--- src/rtl/piso_shift_tx.sv ---
// piso_shift_tx: parallel-in, serial-out transmit shift register.
// Accepts a WIDTH-bit word over a valid/ready handshake and emits it one bit
// per SHIFT_EN edge on SER_OUT, with SER_VALID and LAST framing. A new word
// can be accepted on the edge that consumes the final bit, so back-to-back
// words stream with no idle gap.
module piso_shift_tx #(
  parameter int unsigned WIDTH      = 8,
  parameter bit          LSB_FIRST  = 1'b1,
  parameter bit          IDLE_LEVEL = 1'b0
) (
  input  logic             CLK,
  input  logic             N_RESET,
  input  logic             SHIFT_EN,
  input  logic             LOAD_VALID,
  output logic             LOAD_READY,
  input  logic [WIDTH-1:0] DATA_IN,
  output logic             SER_OUT,
  output logic             SER_VALID,
  output logic             LAST
);

  localparam int unsigned CW = (WIDTH > 1) ? $clog2(WIDTH) : 1;
  localparam logic [CW-1:0] CNT_LAST = CW'(WIDTH - 1);

  typedef enum logic {
    IDLE,
    SHIFT
  } state_t;

  state_t           state;
  logic [WIDTH-1:0] sreg;
  logic [CW-1:0]    cnt;

  logic             final_bit;
  logic             accept;
  logic             first_bit;
  logic             next_bit;
  logic [WIDTH-1:0] sreg_shifted;

  // The bit currently on SER_OUT is always held at the output end of sreg;
  // these decode the first bit of a new word and the bit that follows.
  always_comb begin
    first_bit    = 1'b0;
    next_bit     = 1'b0;
    sreg_shifted = '0;
    if (LSB_FIRST) begin
      first_bit    = DATA_IN[0];
      next_bit     = sreg[1];
      sreg_shifted = sreg >> 1;
    end else begin
      first_bit    = DATA_IN[WIDTH-1];
      next_bit     = sreg[WIDTH-2];
      sreg_shifted = sreg << 1;
    end
  end

  // Handshake: ready in IDLE, or on the edge that consumes the final bit.
  // Held low while reset is asserted.
  always_comb begin
    final_bit  = (state == SHIFT) && (cnt == CNT_LAST);
    LOAD_READY = !N_RESET &&
                 ((state == IDLE) || (final_bit && SHIFT_EN));
    accept     = LOAD_VALID && LOAD_READY;
    LAST       = final_bit;
  end

  // Two-state FSM with shift register, bit counter and registered outputs.
  always_ff @(posedge CLK or posedge N_RESET) begin
    if (N_RESET) begin
      state     <= IDLE;
      sreg      <= '0;
      cnt       <= '0;
      SER_OUT   <= IDLE_LEVEL;
      SER_VALID <= 1'b0;
    end else begin
      if (accept) begin
        sreg      <= DATA_IN;
        cnt       <= '0;
        state     <= SHIFT;
        SER_OUT   <= first_bit;
        SER_VALID <= 1'b1;
      end else if ((state == SHIFT) && SHIFT_EN) begin
        if (final_bit) begin
          state     <= IDLE;
          SER_OUT   <= IDLE_LEVEL;
          SER_VALID <= 1'b0;
        end else begin
          sreg    <= sreg_shifted;
          SER_OUT <= next_bit;
          cnt     <= cnt + 1'b1;
        end
      end
    end
  end

endmodule

--- config.mk ---
export PLATFORM = sky130hd
export DESIGN_NAME = piso_shift_tx
export DESIGN_NICKNAME = d
export VERILOG_FILES = /design/src/rtl/piso_shift_tx.sv
export SDC_FILE = /design/constraint.sdc
export NUM_CORES = 1
export LEC_CHECK = 0
export ABC_AREA = 1
export CAP_MARGIN = 20
export CORE_MARGIN = 4
export CORE_UTILIZATION = 30
export DETAILED_ROUTE_END_ITERATION = 8
export HOLD_SLACK_MARGIN = 0.05
export PLACE_DENSITY = 0.65
export SYNTH_ARGS = -nofsm -noshare
export SYNTH_HDL_FRONTEND = slang
export SYNTH_SLANG_ARGS = --single-unit
--- constraint.sdc ---
create_clock -name CLK -period 1.48 [get_ports CLK]
set_clock_uncertainty 0.2 [all_clocks]
set_input_delay 0.296 -clock CLK [delete_from_list [all_inputs] [get_ports CLK]]
set_output_delay 0.296 -clock CLK [all_outputs]
set_load 0.005 [all_outputs]
# Word-level counts from Yosys, hierarchy flattened
# Cells that the tools add are included.
[word_totals]
regBits = 13
elab_cells = 31
in_bits = 12
[op_classes]
eq_ne = 2
n_addsub = 1
bitwise = 1
n_reduce_logical = 11
muxes = 12
[ops]
columns = ["op", "count"]
rows = [
  ["$mux 8", 3],
  ["$mux 3", 3],
  ["$mux 1", 6],
  ["$logic_and 1x1->1", 5],
  ["$reduce_and 2->1", 2],
  ["$reduce_bool 2->1", 2],
  ["$add 3x1->3 const B", 1],
  ["$eq 3x3->1 const B", 1],
  ["$ne 2x1->1 const B", 1],
  ["$logic_not 1->1", 1],
  ["$logic_or 1x1->1", 1],
  ["$not 1->1", 1],
]

# Depth between registers and ports, before layout
[depth]
word_depth = 8
depth_mapped = 8
ltp_nobuf = 8

# Worst setup path after synthesis
# OpenSTA, ideal clock, no wires.
[synth_timing]
path_type = "reg-to-output"
from = "reg cnt[0]"
to = "out LOAD_READY"
arrival_ns = 1.129
path_slack_ns = -0.145
stages_incl_launch_ff = 7
path_cell_list = "dfrtp_1 > ha_1 > ha_1 > nand2_1 > nand2_2 > nand2_1 > inv_1"
[synth_via]
elab_chain_len = 5
[synth_rtl]
columns = ["item", "line_no", "text"]
rows = [
  ["start, declared", "32", "logic [CW-1:0] cnt;"],
  ["start signal, assigned", "90", "cnt <= cnt + 1'b1;"],
  ["$eq 3x3->1", "60", "final_bit = (state == SHIFT) && (cnt == CNT_LAST);"],
  ["$logic_and 1x1->1", "60", ""],
  ["$logic_and 1x1->1", "62", "((state == IDLE) || (final_bit && SHIFT_EN));"],
  ["$logic_or 1x1->1", "62", ""],
  ["$logic_and 1x1->1", "61", "LOAD_READY = !N_RESET &&"],
  ["end, declared", "15", "output logic LOAD_READY,"],
]
# No other way between the ends.

# Worst setup path in the final report
[layout_timing]
from = "reg cnt[1]"
to = "out LAST"
[layout_via]
elab_chain_len = 2
[layout_rtl]
columns = ["item", "line_no", "text"]
rows = [
  ["$eq 3x3->1", "60", ""],
  ["$logic_and 1x1->1", "60", ""],
  ["end, declared", "19", "output logic LAST"],
]
# No other way between the ends.

==> results.md <==
- Core Util, Final: 0.5186
- IO Port Bufs: 15
- Combinational share of power: 0.505
- Multiplexer area fraction after synthesis: 0
- Pre-CTS setup slack: -525.2 ps
- Number of H-tree levels: 1
- Tmin final: approximately 1900 ps
- Tightest Pin Transition: 344.0 ps
- CTS tree: built
- Post-synthesis cell count: 96
- First-pass DRT Iterations: 4
- Fillers: 228
- Synth warnings: 0
- Slowest cell on crit path: dfrtp_1
- Routed via count: around 710
- Total CTS buffers: 3
- Detail Placement HPWL: between 1000 and 1500 um
- Antenna violations before repair: 0
- Distinct cells, synth: 14
- Failing checks: setup timing
- Wirelength, routed: roughly 1800 um
- Synthesized cell area: 688.2 um2
- Top delay family on crit path: flip-flops
- Power per Cell Area: approximately 1500 nW/um2
- Critical-path cell list: ha_4 > ha_4 > buf_6 > nand2_1 > inv_1 > buf_2
- FMAX: 539.9 MHz
- Synth Area in XOR/XNOR: 0
- RSZ-0062 raised after global routing: true
- Largest net degree at the start of global routing: 22
- P&R area growth vs syn: 65.09%
- WL/cell: 11.52 um
- Endpoints failing setup: 14
- Die X: 55.90 um
- Register area share after synthesis: 0.4364
- Hold Slack: just under 200 ps
- Worst path max stage delay: 420 ps
- Gr usage total: 0.1249
- HP Class: in -> async
- Setup TNS Final: -2668 ps
- Leak: a little over 0.6 nW
- Final Max Slew Viols: 0
- Clock tree buffer depth: 2
- Switching share of power: 0.3799
- Starting Density: 0.3141
- Synth Area in Adders: 0.03636
- FF+latch count, synth: 12
- Number of core rows: 17
- Kind of end point of the critical path: primary output
- Max-slew headroom: 0.7699
- Top cell type's share of synthesized area: 0.4364
- Final Hold Violating Endpoints: 0
- Post-route ant nets: 0
- First-pass GRT wire length: slightly above 3000 um
- Die ar.: 3124 um2
- Die height: 55.90 um
- Largest family of logic cells by synthesized area: simple AND/OR/NAND/NOR gates
- Grt total ovfl: 0
- Status: finished, violations left
- WP data arrival: 1360 ps
- Setup crit start kind: flip-flop
- Layout cells sized above 1: 0.3000
- Clock Power Share: 0.155
- Final Cycle Share: 1.252
- CP dominant cell by count: ha_4
- Vias in the first global route: just under 700
- Maximum VDD drop: 910.5 uV
- Synth top area cells: dfrtp_1, nand2_1, inv_1, nand4_1, nand3_1
- Clock Latency Late Sink: approximately 270 ps
- Mapped Avg Cell Area: 7.168 um2
- Worst Path Required: roughly 980 ps
- Crit path buffers/inverters: 3
- Total nets after synthesis: between 100 and 150
- Switching pwr: 0.0006353 W
- Max-cap violation count: 0
- Sequential Power Share: 0.340
- # hold bufs at CTS: 0
- Iter 0 DRT Violations: 11
- Root buf cell: clkbuf_4
- Critical path class: reg -> out
- PnR worst setup slack: -372.3 ps
- Drc violations: 0
- Gpl congestion: 0.7199
- FF-to-FF setup slack: -220 ps
- Clk slew on worst S/H paths: 80 ps
- # IOs: 16
- Synth Area in Compound Gates: 0
- Power Internal: 0.001037 W
- # clock sinks: 12
- Core area: 2191 um2
- Simple-gate share of the synthesized area: 0.4291
- Area leader, netlist: dfrtp_1
- CP max FO: 3
- Vias per cell: 4.500
- Ant. Diodes: 0
- Final nets: about 150
## per-stage QoR
stage,area (um2),cells,total power [W]
after floorplan,719.4,96,0.0009551
final,1136,158,0.001672
after detailed placement,972.2,148,0.001244
after global placement,972.2,148,0.001220
after global routing,1136,158,0.001828
after CTS,1080,157,0.001595
## cell usage after synthesis
master and count:
nand2_1 41, inv_1 13, dfrtp_1 12, nand3_1 8
nand4_1 7, nor2_1 6, ha_1 2, buf_6 1
clkbuf_1 1, clkinv_1 1, nand2_2 1, nand3_4 1
nor2_2 1, nor3_1 1
## worst paths after layout
path | from | end | depth (start not counted)
max | cnt[1] | LAST | 6
min | N_RESET | cnt[0] | 3
max reg2reg | cnt[1] | cnt[2] | 10
min reg2reg | sreg[1] | sreg[1] | 2
max in group asynchronous | N_RESET | state | 3
min in group CLK | sreg[1] | sreg[1] | 2
## worst register-to-register path, delay by kind of cell, from the launching register on
kind,cells,cell delay [ps]
adder cells (fa/ha/maj),2,350
flip-flops,1,420
AND/OR/NAND/NOR,4,300
buffers and inverters,4,320
## layer usage
metal,vias up,wire (um),global-route usage
met2,12,924,0.1976
met1,320,814,0.1641
met4,0,28,0.06102
li1,377,-,-
met3,2,52,0.02088
met5,-,0,0
## cell usage in the layout (no fill, tap or decap), drive strengths merged
cell,count
nand3,12
ha,2
nand2,42
nand4,7
clkbuf,4
nor2,7
buf,17
dfrtp,12
dlygate4sd2,1
clkinv,1
clkdlybuf4s50,11
nor3,1
inv,13
## registers in the layout, indices dropped and copies added, names as in the netlist
register / count
cnt: 3
state: 1
SER_OUT: 1
sreg: 7
## cell type report
class	count	area, um2	area share
repair buffers	29	264.0	0.2324
multi-input cells	71	440.4	0.3877
flip-flops and latches	12	301.5	0.2654
inverters	14	58.81	0.05176
well taps	28	35.03	0.03084
clock buffers	4	36.28	0.03194
## logic make-up after synthesis
group	count (synthesis)
flip-flops	12
buffers and inverters	16
adder cells (fa/ha/maj)	2
AND/OR/NAND/NOR	66
## power groups by stage
stage               clock (W)  combinational (W)  sequential (W)
floorplan                   0           0.000402        0.000553
global placement            0           0.000668        0.000551
detailed placement          0           0.000686        0.000559
CTS                  0.000268           0.000772        0.000554
global route         0.000284           0.000955        0.000588
finish               0.000260           0.000844        0.000568
## timing repair
item,CTS,global route
pin swaps,6,4
gates cloned,3,0
setup buffers,2,1
setup endpoints to repair,16,15
resized for setup,23,11
(Power assumes the default switching activity.)
